--- src/rtl/uart_pkg.sv ---
// Shared definitions for the UART receive-side FIFO.
//   ptr_width()   : FIFO pointer width, one extra bit beyond the address so
//                   that full and empty can be told apart.
//   TAG_BITS      : error-tag bits stored per entry (0 or 2).
//   entry_width() : stored entry width for a given payload width.
// Optional feature macro: UART_RX_FIFO_ERR_TAG_EN. When it is defined, the
// framing and parity error tags are stored with each frame.
package uart_pkg;

    function automatic int ptr_width(input int depth);
        return $clog2(depth) + 1;
    endfunction

`ifdef UART_RX_FIFO_ERR_TAG_EN
    localparam int TAG_BITS = 2;
`else
    localparam int TAG_BITS = 0;
`endif

    function automatic int entry_width(input int data_width);
        return data_width + TAG_BITS;
    endfunction

endpackage

--- src/rtl/uart_fifo_mem.sv ---
// Register-array memory for the UART receive-side FIFO.
// It has one synchronous write port and one asynchronous read port.
// The contents are not reset.
// Ports:
//   clk   : write clock
//   we    : write enable
//   waddr : write address
//   wdata : write data
//   raddr : read address
//   rdata : combinational read data
module uart_fifo_mem #(
    parameter int WIDTH = 8,
    parameter int DEPTH = 16
) (
    input  logic                     clk,
    input  logic                     we,
    input  logic [$clog2(DEPTH)-1:0] waddr,
    input  logic [WIDTH-1:0]         wdata,
    input  logic [$clog2(DEPTH)-1:0] raddr,
    output logic [WIDTH-1:0]         rdata
);

    logic [WIDTH-1:0] mem [DEPTH];

    always_ff @(posedge clk) begin
        if (we) begin
            mem[waddr] <= wdata;
        end
    end

    assign rdata = mem[raddr];

endmodule

--- src/rtl/uart_rx_fifo.sv ---
// Receive-side FIFO that sits directly downstream of the UART receiver.
// It captures one frame on each rising edge of the receiver's done signal
// and presents the frames to the host through a show-ahead valid/ready port.
// Ports:
//   rx_clk, rst (async, active-low)
//   wr_done, wr_data, wr_framing_error, wr_parity_error : receiver side
//   rd_ready, clr_overflow                              : host controls
//   rd_valid, rd_data, rd_framing_error, rd_parity_error: head entry
//   count, full, empty, almost_full, overflow           : status
// Optional feature macro: UART_RX_FIFO_ERR_TAG_EN.
//   Defined     : the error tags are stored with each entry.
//   Not defined : errored frames are discarded, and the rd_* tags are tied to 0.
import uart_pkg::*;

module uart_rx_fifo #(
    parameter int DATA_WIDTH  = 8,
    parameter int DEPTH       = 16,
    parameter int AFULL_LEVEL = 12
) (
    input  logic                     rx_clk,
    input  logic                     rst,
    input  logic                     wr_done,
    input  logic [DATA_WIDTH-1:0]    wr_data,
    input  logic                     wr_framing_error,
    input  logic                     wr_parity_error,
    input  logic                     rd_ready,
    input  logic                     clr_overflow,
    output logic                     rd_valid,
    output logic [DATA_WIDTH-1:0]    rd_data,
    output logic                     rd_framing_error,
    output logic                     rd_parity_error,
    output logic [$clog2(DEPTH):0]   count,
    output logic                     full,
    output logic                     empty,
    output logic                     almost_full,
    output logic                     overflow
);

    localparam int PW = ptr_width(DEPTH);
    localparam int AW = PW - 1;
    localparam int EW = entry_width(DATA_WIDTH);
    localparam logic [PW-1:0] DEPTH_C = PW'(DEPTH);
    localparam logic [PW-1:0] AFULL_C = PW'(AFULL_LEVEL);

    logic [PW-1:0] wr_ptr;
    logic [PW-1:0] rd_ptr;
    logic          done_q;
    logic          wr_evt;
    logic          frame_ok;
    logic          pop;
    logic          wr_acc;
    logic          drop;
    logic [EW-1:0] wr_entry;
    logic [EW-1:0] rd_entry;

    assign wr_evt = wr_done & ~done_q;

`ifdef UART_RX_FIFO_ERR_TAG_EN
    assign frame_ok         = 1'b1;
    assign wr_entry         = {wr_framing_error, wr_parity_error, wr_data};
    assign rd_data          = rd_entry[DATA_WIDTH-1:0];
    assign rd_parity_error  = rd_entry[DATA_WIDTH];
    assign rd_framing_error = rd_entry[DATA_WIDTH+1];
`else
    assign frame_ok         = ~(wr_framing_error | wr_parity_error);
    assign wr_entry         = wr_data;
    assign rd_data          = rd_entry;
    assign rd_parity_error  = 1'b0;
    assign rd_framing_error = 1'b0;
`endif

    // Pointer difference wraps modulo 2*DEPTH, which gives the true occupancy.
    assign count       = wr_ptr - rd_ptr;
    assign empty       = (count == '0);
    assign full        = (count == DEPTH_C);
    assign almost_full = (count >= AFULL_C);
    assign rd_valid    = ~empty;

    assign pop = rd_valid & rd_ready;
    // When the FIFO is full, a pop in the same cycle frees the slot for the write.
    assign wr_acc = wr_evt & frame_ok & (~full | pop);
    assign drop   = wr_evt & frame_ok & full & ~pop;

    always_ff @(posedge rx_clk or negedge rst) begin
        if (!rst) begin
            wr_ptr   <= '0;
            rd_ptr   <= '0;
            done_q   <= 1'b0;
            overflow <= 1'b0;
        end else begin
            done_q <= wr_done;
            if (wr_acc) begin
                wr_ptr <= wr_ptr + 1'b1;
            end
            if (pop) begin
                rd_ptr <= rd_ptr + 1'b1;
            end
            if (drop) begin
                overflow <= 1'b1;
            end else if (clr_overflow) begin
                overflow <= 1'b0;
            end
        end
    end

    uart_fifo_mem #(
        .WIDTH (EW),
        .DEPTH (DEPTH)
    ) u_mem (
        .clk   (rx_clk),
        .we    (wr_acc),
        .waddr (wr_ptr[AW-1:0]),
        .wdata (wr_entry),
        .raddr (rd_ptr[AW-1:0]),
        .rdata (rd_entry)
    );

endmodule

--- config.mk ---
export PLATFORM = sky130hd
export DESIGN_NAME = uart_rx_fifo
export DESIGN_NICKNAME = d
export VERILOG_FILES = /design/src/rtl/uart_pkg.sv /design/src/rtl/uart_fifo_mem.sv /design/src/rtl/uart_rx_fifo.sv
export SDC_FILE = /design/constraint.sdc
export NUM_CORES = 1
export LEC_CHECK = 0
export ABC_AREA = 0
export BUFFER_PORTS_ARGS = -buffer_cell sky130_fd_sc_hd__buf_2
export CAP_MARGIN = 20
export CORE_AREA = 2 2 82 143
export DETAILED_ROUTE_END_ITERATION = 16
export DIE_AREA = 0 0 84 145
export PLACE_DENSITY_LB_ADDON = 0.3
export SYNTH_ARGS = -nofsm -noshare
export SYNTH_HDL_FRONTEND = slang
export SYNTH_SLANG_ARGS = --single-unit
--- constraint.sdc ---
create_clock -name rx_clk -period 3 [get_ports rx_clk]
set_input_delay 0.45 -clock rx_clk [delete_from_list [all_inputs] [get_ports rx_clk]]
set_output_delay 0.45 -clock rx_clk [all_outputs]
set_load 0.05 [all_outputs]
==> results.txt, run 1 <==
Type of the tightest min-delay check -> in2reg
Number of global-route vias before repair -> 3126
Drt total wl -> 12.3 mm
Number of DRC violations after detailed-routing iteration 0 -> 251
Setup repair after global routing missed its margin -> yes
Synthesized area per cell -> 19.6 um^2
Maximum fanout along the worst path -> 3
Fin crit period -> 2.97 ns
Result of the run -> finished clean
Achievable Freq -> 337 MHz
Post-Synth Adder-Cell Area -> 2.29%
Die outline width -> 84 um
Total Nets Final -> 383
Count of yosys warnings during synthesis -> 0
Sequential share of the synthesized area -> 71.5%
Max-slew violation count -> 0
Layout fillers -> 734
Post-synth top flop -> sky130_fd_sc_hd__edfxtp_1
CTS max path bufs -> 2
Source-to-sink clock delay at the later pin of the worst-skew pair -> 0.41 ns
Largest net degree at the start of global routing -> 36
Core area -> 11000 um^2
Area grow syn2layout -> 22.2%
Total area of sequential cells -> 4150 um^2
Worst path setup slack after routing -> 0.0289 ns
Netlist Area Pre-Place -> 5790 um^2
Detail Route Antenna Nets -> 0
First-pass GRT wire length -> 18.7 mm
Synthesized flop and latch total -> 140
Global placement routability congestion -> 0.791
Total negative slack -> 0 ns
Fraction of layout instances using a drive strength above 1 -> 41.8%
Dominant combinational cell family by area after synthesis -> multiplexers
Starting utilization of the core area -> 52.5%
Simple-gate share of the synthesized area -> 4.62%
Worst-case vdd ir drop -> 2760 uV
Unique masters post-synth -> 34
Residual DRC count -> 0
Relative slew slack -> 46.4%
Final clock skew -> 0.00473 ns
Avg WL per Cell -> 24.5 um
Worst setup slack after placement -> 0.149 ns
Area enclosed by the die boundary -> 12200 um^2
Number of max-cap violations -> 0
Via density -> 5.78
EDFF count, synth -> 128
Worst endpoint required time -> 2.55 ns
Cell Rows -> 51
Clock transition time at the flip-flop clock pins of the worst setup and hold paths -> 0.06 ns
Number of buffers created by CTS -> 17
Root buffer selected by CTS -> sky130_fd_sc_hd__clkbuf_16
Critical path capture point type -> output pin
Worst Path Class, Setup -> reg2out
Data arrival at the endpoint of the critical path -> 2.52 ns
Synthesized-area fraction occupied by xor and xnor cells -> 1.66%
Clock sink total -> 140
P per Cell Area -> 1150 nW/um^2
Final period util -> 99.0%
DIE HEIGHT -> 145 um
Number of antenna violations at the first check in global routing -> 0
Routed vias -> 2909
Startpoint type of the worst setup path -> register
Hold violation total from the final report -> 0
Total routing usage reported by global routing -> 21.6%
Leakage power figure -> 2.46 nW
Synth Area in Compound Gates -> 1.73%
Detailed placement HPWL -> 8.16 mm
Worst slew pin tran -> 0.802 ns
H-Tree Level Count -> 4
Clock tree from TritonCTS -> yes
Number of I/O pins -> 35
Fraction of synthesized area in multiplexers -> 16.0%
Async set-or-reset flop fraction in the synthesized netlist -> 8.57%
Overflow left after global routing -> 0
Diodes inserted -> 0
Total of endpoints with negative setup slack in the final report -> 0
Input/output buffers -> 32
Synthesized netlist cell count -> 296
Length of the first detailed-routing pass in iterations -> 4
Area taken by multi-input logic gates -> 1620 um^2
[state kept, by name, summed over array words and instances (netlist names)]
register and cells:
u_mem.mem 128, rd_ptr 5, wr_ptr 5, done_q 1, overflow 1
[critical path, cell delays in order, from the launching register on]
cell and delay [ns]:
sky130_fd_sc_hd__dfrtp_1 0.39, sky130_fd_sc_hd__inv_2 0.08, sky130_fd_sc_hd__ha_4 0.13, sky130_fd_sc_hd__inv_2 0.04, sky130_fd_sc_hd__fa_2 0.55, sky130_fd_sc_hd__nor3b_1 0.05, sky130_fd_sc_hd__and4b_2 0.26, sky130_fd_sc_hd__buf_6 0.13
sky130_fd_sc_hd__o22ai_4 0.17, sky130_fd_sc_hd__clkinvlp_4 0.15, sky130_fd_sc_hd__buf_8 0.16
[final cells by class]
| cell class | instances | area share (%) |
|---|---|---|
| multi-input combinational | 129 | 22.9 |
| sequential | 140 | 58.6 |
| timing repair buffer | 58 | 6.06 |
| inverter | 12 | 0.689 |
| clock buffer | 17 | 6.01 |
| clock inverter | 15 | 3.45 |
| tap | 132 | 2.33 |
[layer usage]
metal	vias to the layer above	share of wire, %	track usage (%)
li1	1298	-	-
met1	1491	35	25.2
met5	-	0	0
met2	99	56	37.5
met4	0	4.0	10.5
met3	21	4.7	4.55
[synthesized netlist by cell type (2+ instances only)]
cell type                  instances  area share, %
sky130_fd_sc_hd__edfxtp_1        128             66
sky130_fd_sc_hd__mux4_2           40             16
sky130_fd_sc_hd__nor2_1           17            1.1
sky130_fd_sc_hd__nand2_1          16            1.0
sky130_fd_sc_hd__dfrtp_1          12            5.2
sky130_fd_sc_hd__inv_1            11           0.71
sky130_fd_sc_hd__ha_1              9            1.9
sky130_fd_sc_hd__clkbuf_1          7           0.45
sky130_fd_sc_hd__nand3_1           7           0.60
sky130_fd_sc_hd__xnor2_1           6           0.91
sky130_fd_sc_hd__and3_1            5           0.54
sky130_fd_sc_hd__buf_2             5           0.43
sky130_fd_sc_hd__xor2_1            5           0.76
sky130_fd_sc_hd__a21oi_1           3           0.26
sky130_fd_sc_hd__buf_4             3           0.39
sky130_fd_sc_hd__nand3b_1          2           0.26
sky130_fd_sc_hd__nor2b_1           2           0.22
sky130_fd_sc_hd__o311a_1           2           0.35
[report_power, final]
part	switching [mW]	internal, mW
Combinational	2.18	1.38
Clock	0.776	1.56
Sequential	0.0514	2.21
Total	3.01	5.15
[cell usage in the layout, fill, tap and decap left out, types with 3 or more instances in the layout]
master                         n
sky130_fd_sc_hd__edfxtp_1    128
sky130_fd_sc_hd__mux4_2       40
sky130_fd_sc_hd__buf_2        29
sky130_fd_sc_hd__buf_4        21
sky130_fd_sc_hd__clkbuf_16    18
sky130_fd_sc_hd__nand2_1      16
sky130_fd_sc_hd__dfrtp_1      11
sky130_fd_sc_hd__nor2_2       10
sky130_fd_sc_hd__inv_1         8
sky130_fd_sc_hd__ha_1          8
sky130_fd_sc_hd__nand3_1       7
sky130_fd_sc_hd__nor2_1        6
sky130_fd_sc_hd__xnor2_1       6
sky130_fd_sc_hd__bufinv_16     6
sky130_fd_sc_hd__and3_1        5
sky130_fd_sc_hd__inv_2         3
sky130_fd_sc_hd__a21oi_1       3
sky130_fd_sc_hd__xor2_1        3
sky130_fd_sc_hd__clkinvlp_4    3
sky130_fd_sc_hd__buf_6         3
[repair_timing]
item / in CTS / in global routing
resized for setup: 14 / 3
cloned: 0 / 1
setup endpoints to repair: 3 / 10
setup buffers: 2 / 2
pin swaps: 4 / 3
hold buffers: 1 / 0
hold endpoints to repair: 12 / 0
[kinds of logic (layout without fill, tap and decap cells)]
group | count (synthesis) | after routing
xor gates and xnor gates | 11 | 11
muxes | 42 | 42
buffers and inverters | 28 | 102
and+or+nand+nor | 54 | 54
AOI/OAI and AO/OA | 10 | 10
adders and majority gates | 10 | 10
other | 1 | 2
DFF | 140 | 140
[path summary, 6_finish.rpt]
| check | slack [ns] | depth (start not counted) | to | startpoint |
|---|---|---|---|---|
| worst max-delay path | 0.03 | 10 | empty | wr_ptr[0]$_DFFE_PN0P_ |
| worst min-delay path | 0.16 | 1 | done_q$_DFF_PN0_ | wr_done |
| worst max register to register | 0.14 | 10 | u_mem.mem[1][4]$_DFFE_PP_ | wr_ptr[0]$_DFFE_PN0P_ |
| worst min register to register | 0.50 | 1 | overflow$_DFFE_PN0P_ | overflow$_DFFE_PN0P_ |
| max in group asynchronous | 2.30 | 2 | rd_ptr[0]$_DFFE_PN0P_ | rst |
| min in group asynchronous | 0.45 | 2 | rd_ptr[4]$_DFFE_PN0P_ | rst |
[through the flow]
stage	util (%)	hold slack, ns	std cells	cell area [um^2]	total power, mW
CTS	63.7	0.145	500	7030	8.10
global placement	56.9	0.352	465	6280	5.59
finish	64.1	0.160	503	7080	8.16
global route	64.1	0.151	503	7080	8.48
detailed placement	56.9	0.353	465	6280	5.64
floorplan	-	0.154	297	5880	4.81
Note: power is estimated with default switching activity, not from simulation.
==> run 2, diff against run 1 <==
clock period = 2.54 ns   (was 3 ns; I/O delays follow)
==> run 2 against run 1 <==
Effect of this change:
- the flow now finishes with violations (setup timing)
- clock-buffer cell count rose by 3
- sequential share of layout area fell by 3.7 points
- routed wire length rose by 6.4%
- via count rose by 7.8%
- utilization rose by 4.4 points
- worst setup slack got worse by 0.35 ns
- sequential power rose by 19%
- non-clock buffer count rose by 25
- critical endpoint unchanged
==> results.txt, run 2 (same netlist as run 1, synthesis figures left out) <==
Result of the run -> finished with violations
Violated checks -> setup timing
Top library cells by usage in the layout, fill and taps aside -> sky130_fd_sc_hd__edfxtp_1, sky130_fd_sc_hd__mux4_2, sky130_fd_sc_hd__buf_4
Placed Cells -> 483 (+3.9%)
Achievable Freq -> 350 MHz
Layout fillers -> 683 (-6.9%)
Cell Rows -> 51 (unchanged)
Maximum fanout along the worst path -> 3 (unchanged)
Detailed placement HPWL -> 8.29 mm (+1.5%)
Final design utilization -> 68.5% (+4.4 points)
Number of max-cap violations -> 0 (unchanged)
DIE HEIGHT -> 145 um (unchanged)
Hold violation total from the final report -> 0 (unchanged)
Die outline width -> 84 um (unchanged)
Largest net degree at the start of global routing -> 36 (unchanged)
Total placed instance area -> 6680 um^2 (+6.3%)
Total of endpoints with negative setup slack in the final report -> 146 (+146)
Reg2reg end -> u_mem.mem[0][1]$_DFFE_PP_
Number of antenna violations at the first check in global routing -> 0 (unchanged)
Data arrival at the endpoint of the critical path -> 2.48 ns (-0.04 ns)
Detail Route Antenna Nets -> 0 (unchanged)
Starting utilization of the core area -> 52.5% (unchanged)
Overflow left after global routing -> 0 (unchanged)
Reg2Reg Launch Point -> rd_ptr[0]$_DFFE_PN0P_
Area grow syn2layout -> 30.5%
P per Cell Area -> 1300 nW/um^2 (+13%)
Drt total wl -> 13.1 mm (+6.4%)
Type of the tightest min-delay check -> in2reg
Reg2Reg Setup Slack -> -0.21 ns (-0.35 ns)
Non-Filler Cell Area, Final -> 7560 um^2 (+6.8%)
Total Nets Final -> 408 (+6.5%)
Number of buffers created by CTS -> 17 (unchanged)
Clock tree from TritonCTS -> yes
Core area -> 11000 um^2 (unchanged)
Register name with the most flops -> u_mem.mem
Largest registers ranked by flip-flop count -> u_mem.mem (128), rd_ptr (5), wr_ptr (5)
Source of the critical timing path -> rd_ptr[0]$_DFFE_PN0P_
Depth of the worst hold-timing path -> 1 (unchanged)
Number of DRC violations after detailed-routing iteration 0 -> 227 (-9.6%)
Final clock skew -> 0.00636 ns (+0.00163 ns)
Number of global-route vias before repair -> 3361 (+7.5%)
Number of I/O pins -> 35 (unchanged)
Worst Path Class, Setup -> reg2out
Avg WL per Cell -> 24.8 um (+1.4%)
CTS max path bufs -> 2 (unchanged)
First-pass GRT wire length -> 20.3 mm (+8.4%)
Setup repair after global routing missed its margin -> yes
Largest register FFs -> 128 (unchanged)
Area enclosed by the die boundary -> 12200 um^2 (unchanged)
Leakage power figure -> 2.65 nW (+7.3%)
H-Tree Level Count -> 4 (unchanged)
Final Total Pwr -> 9.85 mW (+21%)
Hold_sp -> wr_done
Max-slew violation count -> 0 (unchanged)
Worst endpoint required time -> 2.16 ns (-0.39 ns)
Worst path setup slack after routing -> -0.318 ns (-0.347 ns)
Source-to-sink clock delay at the later pin of the worst-skew pair -> 0.41 ns (about the same)
Clock transition time at the flip-flop clock pins of the worst setup and hold paths -> 0.06 ns (about the same)
Leading cell type in the layout, fill and taps excluded -> sky130_fd_sc_hd__edfxtp_1
Final period util -> 113%
Fin crit period -> 2.86 ns
Length of the first detailed-routing pass in iterations -> 4 (unchanged)
Diodes inserted -> 0 (unchanged)
Worst-case vdd ir drop -> 2220 uV (-20%)
Routed vias -> 3137 (+7.8%)
Root buffer selected by CTS -> sky130_fd_sc_hd__clkbuf_16
Final cell count without fillers -> 528 (+5.0%)
Critical path capture point type -> output pin
Hold Path Sink -> done_q$_DFF_PN0_
Clock sink total -> 140 (unchanged)
Total routing usage reported by global routing -> 23.2% (+1.6 points)
Input/output buffers -> 32 (unchanged)
Residual DRC count -> 0 (unchanged)
Via density -> 5.94 (+2.7%)
Global placement routability congestion -> 0.791 (about the same)
Fraction of layout instances using a drive strength above 1 -> 49.0% (+7.2 points)
Startpoint type of the worst setup path -> register
Worst r2r path cells -> 12 (+2)
Post-Route Hold Slack -> 0.0854 ns (-0.0742 ns)
run 2: power breakdown:
group,total [mW],switching [mW],internal (mW)
clock,2.38,0.966,1.41
sequential,2.69,0.0738,2.61
combinational,4.78,2.72,2.06
total,9.85,3.76,6.09
run 2: repair_timing:
action                                  CTS  global route
resized for setup                        49             4
endpoints found under the setup margin  127           148
gates cloned                              2             0
pin swaps                                19             6
buffers inserted                         12             9
endpoints found under the hold margin    12             0
hold buffers                              1             0
run 2: metrics by stage:
stage | setup TNS [ns] | setup slack (ns)
after global placement | -8.25 | -0.0968
after global routing | -37.34 | -0.428
after CTS | -22.03 | -0.331
final | -23.04 | -0.318
after detailed placement | -14.25 | -0.170
after floorplan | -56.88 | -0.541
run 2: how the worst max path moves through the flow:
stage	end	slack [ns]
after floorplan	empty	-0.54
after global placement	u_mem.mem[15][3]$_DFFE_PP_	-0.1
after detailed placement	u_mem.mem[15][3]$_DFFE_PP_	-0.17
after CTS	empty	-0.33
after global routing	empty	-0.43
final	empty	-0.32
run 2: per-layer routing:
layer | share of wire, % | GRT usage [%] | routed length (um) | up-vias
met3 | 4.2 | 5.18 | 547 | 19
met4 | 1.9 | 8.55 | 246 | 0
met5 | 0 | 0 | 0 | -
li1 | - | - | - | 1351
met1 | 35 | 28.0 | 4590 | 1659
met2 | 59 | 40.6 | 7730 | 108
run 2: worst max-delay path, stage by stage, from the launching register on:
cell                         delay (ns)
sky130_fd_sc_hd__dfrtp_2           0.44
sky130_fd_sc_hd__ha_4              0.17
sky130_fd_sc_hd__inv_2             0.05
sky130_fd_sc_hd__fa_2              0.45
sky130_fd_sc_hd__nand3b_1          0.19
sky130_fd_sc_hd__a211oi_2          0.28
sky130_fd_sc_hd__buf_4             0.19
sky130_fd_sc_hd__o22ai_4           0.08
sky130_fd_sc_hd__clkinvlp_4        0.08
sky130_fd_sc_hd__buf_8             0.13
run 2: area by class of cell:
cell class | count | area [um^2] | area share (%)
Tap cell | 132 | 165 | 2.18
Clock inverter | 12 | 100 | 1.32
Inverter | 12 | 51.3 | 0.678
Multi-Input combinational cell | 129 | 1760 | 23.2
Clock buffer | 20 | 489 | 6.47
Sequential cell | 140 | 4150 | 54.8
Timing Repair Buffer | 83 | 856 | 11.3
